==> src/rtl/puf_response_collector_if.sv <==
// rtl/puf_response_collector_if.sv - arbiter and consumer signal bundle for puf_response_collector
// slave  : collector view (inputs start, done_in, winner_in, ack; outputs round_clr, round_idx, busy, response, ready, timeout_err)
// master : arbiter/consumer view (directions reversed)
interface puf_response_collector_if #(
    parameter int ROUNDS = 8
);
    localparam int IW = $clog2(ROUNDS);

    logic              start;
    logic              done_in;
    logic              winner_in;
    logic              ack;
    logic              round_clr;
    logic [IW-1:0]     round_idx;
    logic              busy;
    logic [ROUNDS-1:0] response;
    logic              ready;
    logic              timeout_err;

    modport slave (
        input  start, done_in, winner_in, ack,
        output round_clr, round_idx, busy, response, ready, timeout_err
    );

    modport master (
        output start, done_in, winner_in, ack,
        input  round_clr, round_idx, busy, response, ready, timeout_err
    );
endinterface

==> src/rtl/puf_response_collector.sv <==
// rtl/puf_response_collector.sv - sequences ROUNDS arbiter races and collects the winners into a response word
// clk : single clock, rising edge
// rst : asynchronous active-low reset
// bus : puf_response_collector_if.slave (start/ack consumer handshake, round_clr/done_in/winner_in arbiter side)
// Optional feature macro: PUF_TIMEOUT_EN (per-round wait limit of TIMEOUT cycles, sticky timeout_err)
module puf_response_collector #(
    parameter int ROUNDS     = 8,
    parameter int CLR_CYCLES = 2,
    parameter int TIMEOUT    = 1023
) (
    input logic                     clk,
    input logic                     rst,
    puf_response_collector_if.slave bus
);
    localparam int IW = $clog2(ROUNDS);
    localparam int CW = (CLR_CYCLES > 1) ? $clog2(CLR_CYCLES) : 1;
    localparam logic [IW-1:0] LAST_IDX = IW'(ROUNDS - 1);
    localparam logic [CW-1:0] CLR_LAST = CW'(CLR_CYCLES - 1);

    if (ROUNDS < 2 || ROUNDS > 16 || CLR_CYCLES < 1 || TIMEOUT < 1) begin : g_bad_param
        $error("puf_response_collector: parameter out of range");
    end

    typedef enum logic [1:0] {S_IDLE, S_CLEAR, S_WAIT, S_HOLD} state_e;

    state_e            state_q, state_d;
    logic [IW-1:0]     idx_q, idx_d;
    logic [ROUNDS-1:0] cap_q, cap_d;
    logic [ROUNDS-1:0] resp_q, resp_d;
    logic [CW-1:0]     clr_cnt_q, clr_cnt_d;
    logic              round_end;
    logic              round_bit;
    logic              start_word;

`ifdef PUF_TIMEOUT_EN
    localparam int TW = $clog2(TIMEOUT + 1);
    localparam logic [TW-1:0] TO_LAST = TW'(TIMEOUT - 1);
    logic [TW-1:0] to_cnt_q, to_cnt_d;
    logic          err_q, err_d;
`endif

    // State register
    always_ff @(posedge clk or negedge rst) begin
        if (!rst) begin
            state_q   <= S_IDLE;
            idx_q     <= '0;
            cap_q     <= '0;
            resp_q    <= '0;
            clr_cnt_q <= '0;
`ifdef PUF_TIMEOUT_EN
            to_cnt_q  <= '0;
            err_q     <= 1'b0;
`endif
        end else begin
            state_q   <= state_d;
            idx_q     <= idx_d;
            cap_q     <= cap_d;
            resp_q    <= resp_d;
            clr_cnt_q <= clr_cnt_d;
`ifdef PUF_TIMEOUT_EN
            to_cnt_q  <= to_cnt_d;
            err_q     <= err_d;
`endif
        end
    end

    // Next-state logic
    always_comb begin
        state_d    = state_q;
        idx_d      = idx_q;
        cap_d      = cap_q;
        resp_d     = resp_q;
        clr_cnt_d  = clr_cnt_q;
        round_end  = 1'b0;
        round_bit  = 1'b0;
        start_word = 1'b0;
`ifdef PUF_TIMEOUT_EN
        to_cnt_d   = to_cnt_q;
        err_d      = err_q;
`endif
        case (state_q)
            S_IDLE: start_word = bus.start;
            S_CLEAR: begin
                if (clr_cnt_q == CLR_LAST) begin
                    state_d = S_WAIT;
`ifdef PUF_TIMEOUT_EN
                    to_cnt_d = '0;
`endif
                end else begin
                    clr_cnt_d = clr_cnt_q + 1'b1;
                end
            end
            S_WAIT: begin
                if (bus.done_in) begin
                    round_end = 1'b1;
                    round_bit = bus.winner_in;
                end
`ifdef PUF_TIMEOUT_EN
                // A real done on the expiry cycle takes priority over the timeout
                else if (to_cnt_q == TO_LAST) begin
                    round_end = 1'b1;
                    err_d     = 1'b1;
                end else begin
                    to_cnt_d = to_cnt_q + 1'b1;
                end
`endif
                if (round_end) begin
                    cap_d[idx_q] = round_bit;
                    if (idx_q == LAST_IDX) begin
                        state_d = S_HOLD;
                        resp_d  = cap_d;
                    end else begin
                        state_d   = S_CLEAR;
                        idx_d     = idx_q + 1'b1;
                        clr_cnt_d = '0;
                    end
                end
            end
            S_HOLD: begin
                if (bus.ack) begin
                    state_d    = S_IDLE;
                    start_word = bus.start;
                end
            end
            default: state_d = S_IDLE;
        endcase

        // New word from IDLE, or straight out of HOLD when ack and start coincide;
        // response keeps the previous word until this one completes
        if (start_word) begin
            state_d   = S_CLEAR;
            idx_d     = '0;
            cap_d     = '0;
            clr_cnt_d = '0;
`ifdef PUF_TIMEOUT_EN
            err_d     = 1'b0;
`endif
        end
    end

    // Outputs
    always_comb begin
        bus.round_clr = (state_q == S_CLEAR);
        bus.busy      = (state_q == S_CLEAR) || (state_q == S_WAIT);
        bus.ready     = (state_q == S_HOLD);
        bus.round_idx = idx_q;
        bus.response  = resp_q;
`ifdef PUF_TIMEOUT_EN
        bus.timeout_err = (state_q == S_HOLD) && err_q;
`else
        bus.timeout_err = 1'b0;
`endif
    end
endmodule
==> src/flat_wrapper.sv <==
// flat-port wrapper written by rule: the top's interface ports become plain ports
module puf_response_collector_flat 
#(
    parameter int ROUNDS     = 8,
    parameter int CLR_CYCLES = 2,
    parameter int TIMEOUT    = 1023
)
  (clk, rst, bus_start, bus_done_in, bus_winner_in, bus_ack, bus_round_clr, bus_round_idx, bus_busy, bus_response, bus_ready, bus_timeout_err);
  puf_response_collector_if #(.ROUNDS(ROUNDS)) bus_i ();
  input logic clk;
  input logic rst;
  input wire logic [$bits(bus_i.start)-1:0] bus_start;
  input wire logic [$bits(bus_i.done_in)-1:0] bus_done_in;
  input wire logic [$bits(bus_i.winner_in)-1:0] bus_winner_in;
  input wire logic [$bits(bus_i.ack)-1:0] bus_ack;
  output wire logic [$bits(bus_i.round_clr)-1:0] bus_round_clr;
  output wire logic [$bits(bus_i.round_idx)-1:0] bus_round_idx;
  output wire logic [$bits(bus_i.busy)-1:0] bus_busy;
  output wire logic [$bits(bus_i.response)-1:0] bus_response;
  output wire logic [$bits(bus_i.ready)-1:0] bus_ready;
  output wire logic [$bits(bus_i.timeout_err)-1:0] bus_timeout_err;
  assign bus_i.start = bus_start;
  assign bus_i.done_in = bus_done_in;
  assign bus_i.winner_in = bus_winner_in;
  assign bus_i.ack = bus_ack;
  assign bus_round_clr = bus_i.round_clr;
  assign bus_round_idx = bus_i.round_idx;
  assign bus_busy = bus_i.busy;
  assign bus_response = bus_i.response;
  assign bus_ready = bus_i.ready;
  assign bus_timeout_err = bus_i.timeout_err;
  puf_response_collector #(.ROUNDS(ROUNDS), .CLR_CYCLES(CLR_CYCLES), .TIMEOUT(TIMEOUT)) u_core (.clk(clk), .rst(rst), .bus(bus_i));
endmodule
==> config.mk <==
export PLATFORM = sky130hd
export DESIGN_NAME = puf_response_collector_flat
export DESIGN_NICKNAME = d
export VERILOG_FILES = /design/src/rtl/puf_response_collector_if.sv /design/src/rtl/puf_response_collector.sv /design/src/flat_wrapper.sv
export SDC_FILE = /design/constraint.sdc
export NUM_CORES = 1
export LEC_CHECK = 0
export CAP_MARGIN = 20
export CORE_UTILIZATION = 46
export DETAILED_ROUTE_END_ITERATION = 10
export HOLD_SLACK_MARGIN = 0.08
export PLACE_DENSITY = 0.7
export REMOVE_ABC_BUFFERS = 1
export SLEW_MARGIN = 40
export SYNTH_ARGS = -nofsm -noshare
export SYNTH_HDL_FRONTEND = slang
export SYNTH_SLANG_ARGS = --single-unit
export TNS_END_PERCENT = 10
==> constraint.sdc <==
create_clock -name clk -period 1.7 [get_ports clk]
set_input_delay 0.17 -clock clk [delete_from_list [all_inputs] [get_ports clk]]
set_output_delay 0.17 -clock clk [all_outputs]
set_load 0.1 [all_outputs]
==> impl_results.md, run 1 <==
* Post-route ant nets at 0
* Num ports at 21
* Int Pwr at 1.70 mW
* Site row count at 18
* DRC viols at 0
* Syn Area/Cell at 10.4 sq um
* Hold Path Class: primary input to async pin
* Initial Utilization at 50.6%
* Worst skew pair latency at 0.32 ns
* First-pass GRT wire length at 4040 um
* Commonest non-fill, non-tap cells in the layout: dfrtp_1, buf_4, nand2_1
* Layout area overhead at 25.1%
* Cells after DPL at 175
* Setup CP Type: register to register
* IO Port Bufs at 19
* Clock Tree Buf Depth at 2
* Clk pwr share at 12.1%
* H-Tree Depth at 1
* WL final at 2570 um
* Syn Inst Count at 125
* Status: finished, final reports clean
* Cell taking the most area after synthesis: dfrtp_1
* Die Y at 55.2 um
* Final net count at 163
* Routed WL per cell at 14.3 um
* Clock slew at reported path FFs at 0.13 ns
* CTS tree: done
* Fin. Hold Viols at 0
* Vias per Instance at 5.44
* Global Route Usage Sum at 18.9%
* Combinational fraction of design power at 64.9%
* # hold bufs at CTS at 0
* Worst Reg-to-Reg Cells at 6
* Register-to-Register Setup Slack at 0.09 ns
* Switching power at 1.63 mW
* Die Area at 3040 sq um
* Pin count of the biggest net entering global routing at 23
* Synth warn at 0
* Max_cap viols at 0
* CTS Buf Count at 3
* Distinct cells, synth at 34
* Commonest non-fill, non-tap cell in the layout: dfrtp_1
* CTS sink count at 22
* Overall die width at 55.2 um
* Setup crit start kind: register
* Share of cells above drive strength 1 at 31.5%
* Crit path arrival time at 1.83 ns
* Drt pass-1 iters at 4
* Min Hold Slack at 0.188 ns
* Initial antenna violation count at 0
* Crit path time final at 1.61 ns
* Worst r2r src: u_core.state_q[0]
* Final Setup Violations at 0
* Register share of total power at 23.0%
* Worst-path fanout max at 5
* Core ar. at 2570 sq um
* GRT Residual Overflow at 0
* Synth top area cells: dfrtp_1, mux2i_1, ha_1
* Final cell count without fillers at 179
* Worst path required time at 1.92 ns
* Synth top area share at 42.3%
* Switching share of power at 49.0%
* CTS Root Cell: clkbuf_4
* Max Slew Vio Count at 0
* Ant diodes at 0
* Reg2reg end: u_core.state_q[0]
* Vias at 974
* Final Cycle Share at 94.9%
* Initial DRC count at 11
* Pwr Density at 2050 nW/um^2
* Max VDD drop at 1.91 mV
* Synth Cell Area at 1300 sq um
* Seq cells post-synth at 22
* GP Congestion at 0.843
* Critical Path End Type: register
* Peak Freq at 620 MHz
* Number of global-route vias before repair at 908
* Final Skew at 0.0126 ns
* Sequential-to-total area share from yosys stat at 42.3%
* Post-DP HPWL at 1820 um
* Static Leak at 0.763 nW
[worst max-delay path: stages, from the launching register on]
cell     delay [ns]
dfrtp_1        0.42
inv_1          0.10
ha_1           0.25
buf_4          0.17
nor3_1         0.28
nor3_2         0.10
o21ai_0        0.20
[power groups by stage]
stage	sequential, mW	combinational, mW	clock [mW]
after global routing	0.784	2.29	0.435
after CTS	0.769	2.13	0.420
after global placement	0.769	2.08	0
after detailed placement	0.781	2.12	0
final	0.767	2.17	0.404
after floorplan	1.12	1.14	0
[stage by stage]
| step | area [sq um] | worst slack (ns) | util [%] | setup TNS (ns) | power, mW |
|---|---|---|---|---|---|
| 5_1_grt | 1630 | -0.0479 | 63.4 | -0.0479 | 3.51 |
| 2_1_floorplan | 1220 | -0.640 | - | -10.30 | 2.25 |
| 6_report | 1630 | 0.0865 | 63.4 | 0 | 3.34 |
| 3_3_place_gp | 1560 | 0.186 | 60.9 | 0 | 2.85 |
| 3_5_place_dp | 1560 | 0.120 | 60.9 | 0 | 2.91 |
| 4_1_cts | 1620 | 0.0763 | 63.0 | 0 | 3.32 |
[cell families after synthesis]
family | Yosys count | synth area share, %
compound gates | 27 | 14.6
other cells | 1 | 0.288
buf+inv | 12 | 7.60
simple gates | 45 | 20.0
fa+ha+maj | 7 | 6.74
xor+xnor | 1 | 0.674
flops | 22 | 42.3
mux | 10 | 7.70
[area by class of cell]
| class | instances | area (sq um) |
|---|---|---|
| inverters | 4 | 15.0 |
| clock buffers | 3 | 22.5 |
| repair buffers | 28 | 310 |
| fillers | 220 | 941 |
| flip-flops and latches | 22 | 551 |
| well taps | 30 | 37.5 |
| clock inverters | 1 | 30.0 |
| multi-input cells | 91 | 661 |
[what timing repair did]
item                       CTS  global route
setup endpoints to repair    0             2
setup buffers                0             0
resized for setup            0             2
[worst max path at each step]
stage,start,to
after floorplan,u_core.state_q[0],u_core.state_q[1]
after global placement,bus_done_in,u_core.cap_q[7]
after detailed placement,u_core.state_q[0],u_core.cap_q[5]
after global routing,u_core.state_q[0],u_core.state_q[0]
final,u_core.state_q[0],u_core.state_q[0]
after CTS,u_core.state_q[0],bus_busy
[state kept, by name (all words and copies together), names as in the netlist]
name	cells
u_core.bus.response	8
u_core.bus.round_idx	3
u_core.cap_q	8
u_core.clr_cnt_q	1
u_core.state_q	2
[cell usage after synthesis, drive strengths merged]
master   n
a211oi   7
a21oi    3
and2     2
buf      8
conb     1
dfrtp   22
ha       7
inv      4
mux2i   10
nand2   15
nand2b   2
nand3    1
nand3b   2
nand4    1
nor2    15
nor2b    1
nor3     4
nor3b    2
o21a     1
o21ai   15
o22ai    1
xnor2    1
[routing by layer]
layer	global-route usage (%)	up-vias	part of all wire (%)
met5	0	-	0
met4	7.92	0	1.5
met3	3.83	6	3.6
met2	30.7	24	50
met1	24.2	471	45
li1	-	473	-
(Power assumes the default switching activity.)
==> run 2, diff against run 1 <==
Settings changed: CORE_UTILIZATION 46 to 52, PLACE_DENSITY 0.7 to 0.78.
==> run 2 against run 1 <==
Compared with the run above: first-iteration DRC count decreased by 45%; routed wire length grew 1.1%; clock-buffer cell count unchanged; critical path type is now register to primary output; critical endpoint is now bus_busy.
==> impl_results.md, run 2 (synthesis gave the netlist of run 1 again) <==
* Clock slew at reported path FFs at 0.13 ns (about the same)
* Worst path required time at 1.53 ns (-0.39 ns)
* Core ar. at 2280 sq um (-11%)
* CTS Buf Count at 3 (unchanged)
* H-Tree Depth at 1 (unchanged)
* Setup CP Type: register to primary output
* Final Skew at 0.00485 ns (-0.00772 ns)
* Routed WL per cell at 14.3 um (-0.54%)
* Commonest non-fill, non-tap cell in the layout: dfrtp_1
* Initial antenna violation count at 0 (unchanged)
* Initial DRC count at 6 (-5)
* Crit path time final at 1.63 ns (+0.0211 ns)
* Fin. Hold Viols at 0 (unchanged)
* Initial Utilization at 57.1% (+6.5 points)
* Ant diodes at 0 (unchanged)
* Pre-CTS WS at 0.0852 ns (-0.0344 ns)
* Final Cycle Share at 96.2% (+1.2 points)
* Cells after DPL at 171 (-2.3%)
* Power Total at 3.40 mW (+1.8%)
* Max_cap viols at 0 (unchanged)
* Global Route Usage Sum at 21.3% (+2.4 points)
* CTS tree: done
* Peak Freq at 612 MHz (-1.3%)
* Layout area overhead at 26.9%
* Overall die width at 52 um (-5.7%)
* Post-route ant nets at 0 (unchanged)
* Status: finished, final reports clean
* GP Congestion at 0.779 (-7.7%)
* Share of cells above drive strength 1 at 34.4% (+2.9 points)
* CTS Root Cell: clkbuf_4
* Post-DP HPWL at 1700 um (-6.7%)
* Cells along the critical path: inv_1, ha_2, buf_12
* First-pass GRT wire length at 4170 um (+3.4%)
* Max Slew Vio Count at 0 (unchanged)
* DRC viols at 0 (unchanged)
* Worst skew pair latency at 0.32 ns (about the same)
* Die Y at 52 um (-5.7%)
* Number of global-route vias before repair at 949 (+4.5%)
* Max VDD drop at 1.89 mV (-0.87%)
* Final Setup Violations at 0 (unchanged)
* GRT Residual Overflow at 0 (unchanged)
* IO Port Bufs at 19 (unchanged)
* Worst path max stage delay at 0.43 ns (about the same)
* Vias at 1011 (+3.8%)
* Clock Tree Buf Depth at 2 (unchanged)
* Site row count at 17 (-1)
* Drt pass-1 iters at 4 (unchanged)
* # hold bufs at CTS at 0 (unchanged)
* Commonest non-fill, non-tap cells in the layout: dfrtp_1, buf_4, nand2_1
* Die Area at 2700 sq um (-11%)
* WL final at 2590 um (+1.1%)
* Num ports at 21 (unchanged)
* CTS sink count at 22 (unchanged)
* Worst-path fanout max at 4 (-1)
* Pwr Density at 2060 nW/um^2 (+0.30%)
* Vias per Instance at 5.55 (+2.1%)
* Slowest CP cell: dfrtp_1
* RSZ-0062 raised after global routing: no
* Crit path arrival time at 1.46 ns (-0.37 ns)
* Critical Path End Type: primary output
* Static Leak at 0.781 nW (+2.3%)
* Pin count of the biggest net entering global routing at 23 (unchanged)
* Final net count at 168 (+3.1%)
* Final cell count without fillers at 182 (+1.7%)
* PnR worst setup slack at 0.0654 ns (-0.0211 ns)
* Setup crit start kind: register
* Hold Path Class: primary input to async pin
## run 2: cell count changes in the layout (fill, tap and decap cells not counted)
cell | previous run | this run
a211oi_1 | 0 | 1
a211oi_2 | 7 | 6
buf_12 | 7 | 6
buf_4 | 16 | 21
buf_6 | 0 | 1
ha_1 | 7 | 4
ha_2 | 0 | 3
nor3_1 | 1 | 2
nor3_2 | 2 | 1
## run 2: per-layer routing
| metal | up-vias | part of all wire (%) | global-route usage (%) |
|---|---|---|---|
| met4 | 0 | 1.9 | 8.56 |
| met3 | 8 | 3.2 | 3.51 |
| met2 | 23 | 51 | 36.3 |
| met1 | 496 | 44 | 26.4 |
| li1 | 484 | - | - |
| met5 | - | 0 | 0 |
## run 2: path summary, 6_finish.rpt
path | start | endpoint | slack [ns] | cells after the start
worst max-delay path | u_core.state_q[0] | bus_busy | 0.07 | 3
worst min-delay path | rst | u_core.bus.round_idx[0] | 0.18 | 2
worst max register to register | u_core.state_q[0] | u_core.cap_q[5] | 0.10 | 5
worst min register to register | u_core.bus.response[7] | u_core.bus.response[7] | 0.50 | 2
max in group asynchronous | rst | u_core.cap_q[5] | 1.29 | 2
min in group clk | u_core.bus.response[7] | u_core.bus.response[7] | 0.50 | 2
## run 2: worst max-delay path: cells and delay by family (launching register included)
| family | cells | cell delay (ns) |
|---|---|---|
| adder cells (fa/ha/maj) | 1 | 0.41 |
| buffers and inverters | 2 | 0.30 |
| flip-flops | 1 | 0.43 |
## run 2: power by group
part / switching, mW / total (mW) / internal, mW
sequential: 0.108 / 0.783 / 0.674
clock: 0.175 / 0.413 / 0.238
combinational: 1.37 / 2.20 / 0.832
## run 2: what timing repair did
action,CTS,global route
resized for setup,0,4
endpoints found under the hold margin,0,0
setup buffers,0,7
endpoints found under the setup margin,0,17
## run 2: metrics by stage
step                TNS (ns)  cell area, sq um  hold WS, ns  utilization (%)
global placement           0              1530        0.466             67.4
CTS                        0              1590        0.202             69.7
floorplan             -10.30              1220       -0.126                -
detailed placement         0              1530        0.480             67.4
global route               0              1650        0.193             72.5
finish                     0              1650        0.183             72.5
## run 2: layout make-up
| type | count | area [sq um] |
|---|---|---|
| clock inverter | 1 | 30.0 |
| fill | 144 | 626 |
| tap | 28 | 35.0 |
| clock buffer | 3 | 22.5 |
| timing repair buffer | 33 | 339 |
| multi-input combinational | 91 | 658 |
| inverter | 4 | 15.0 |
| sequential | 22 | 551 |
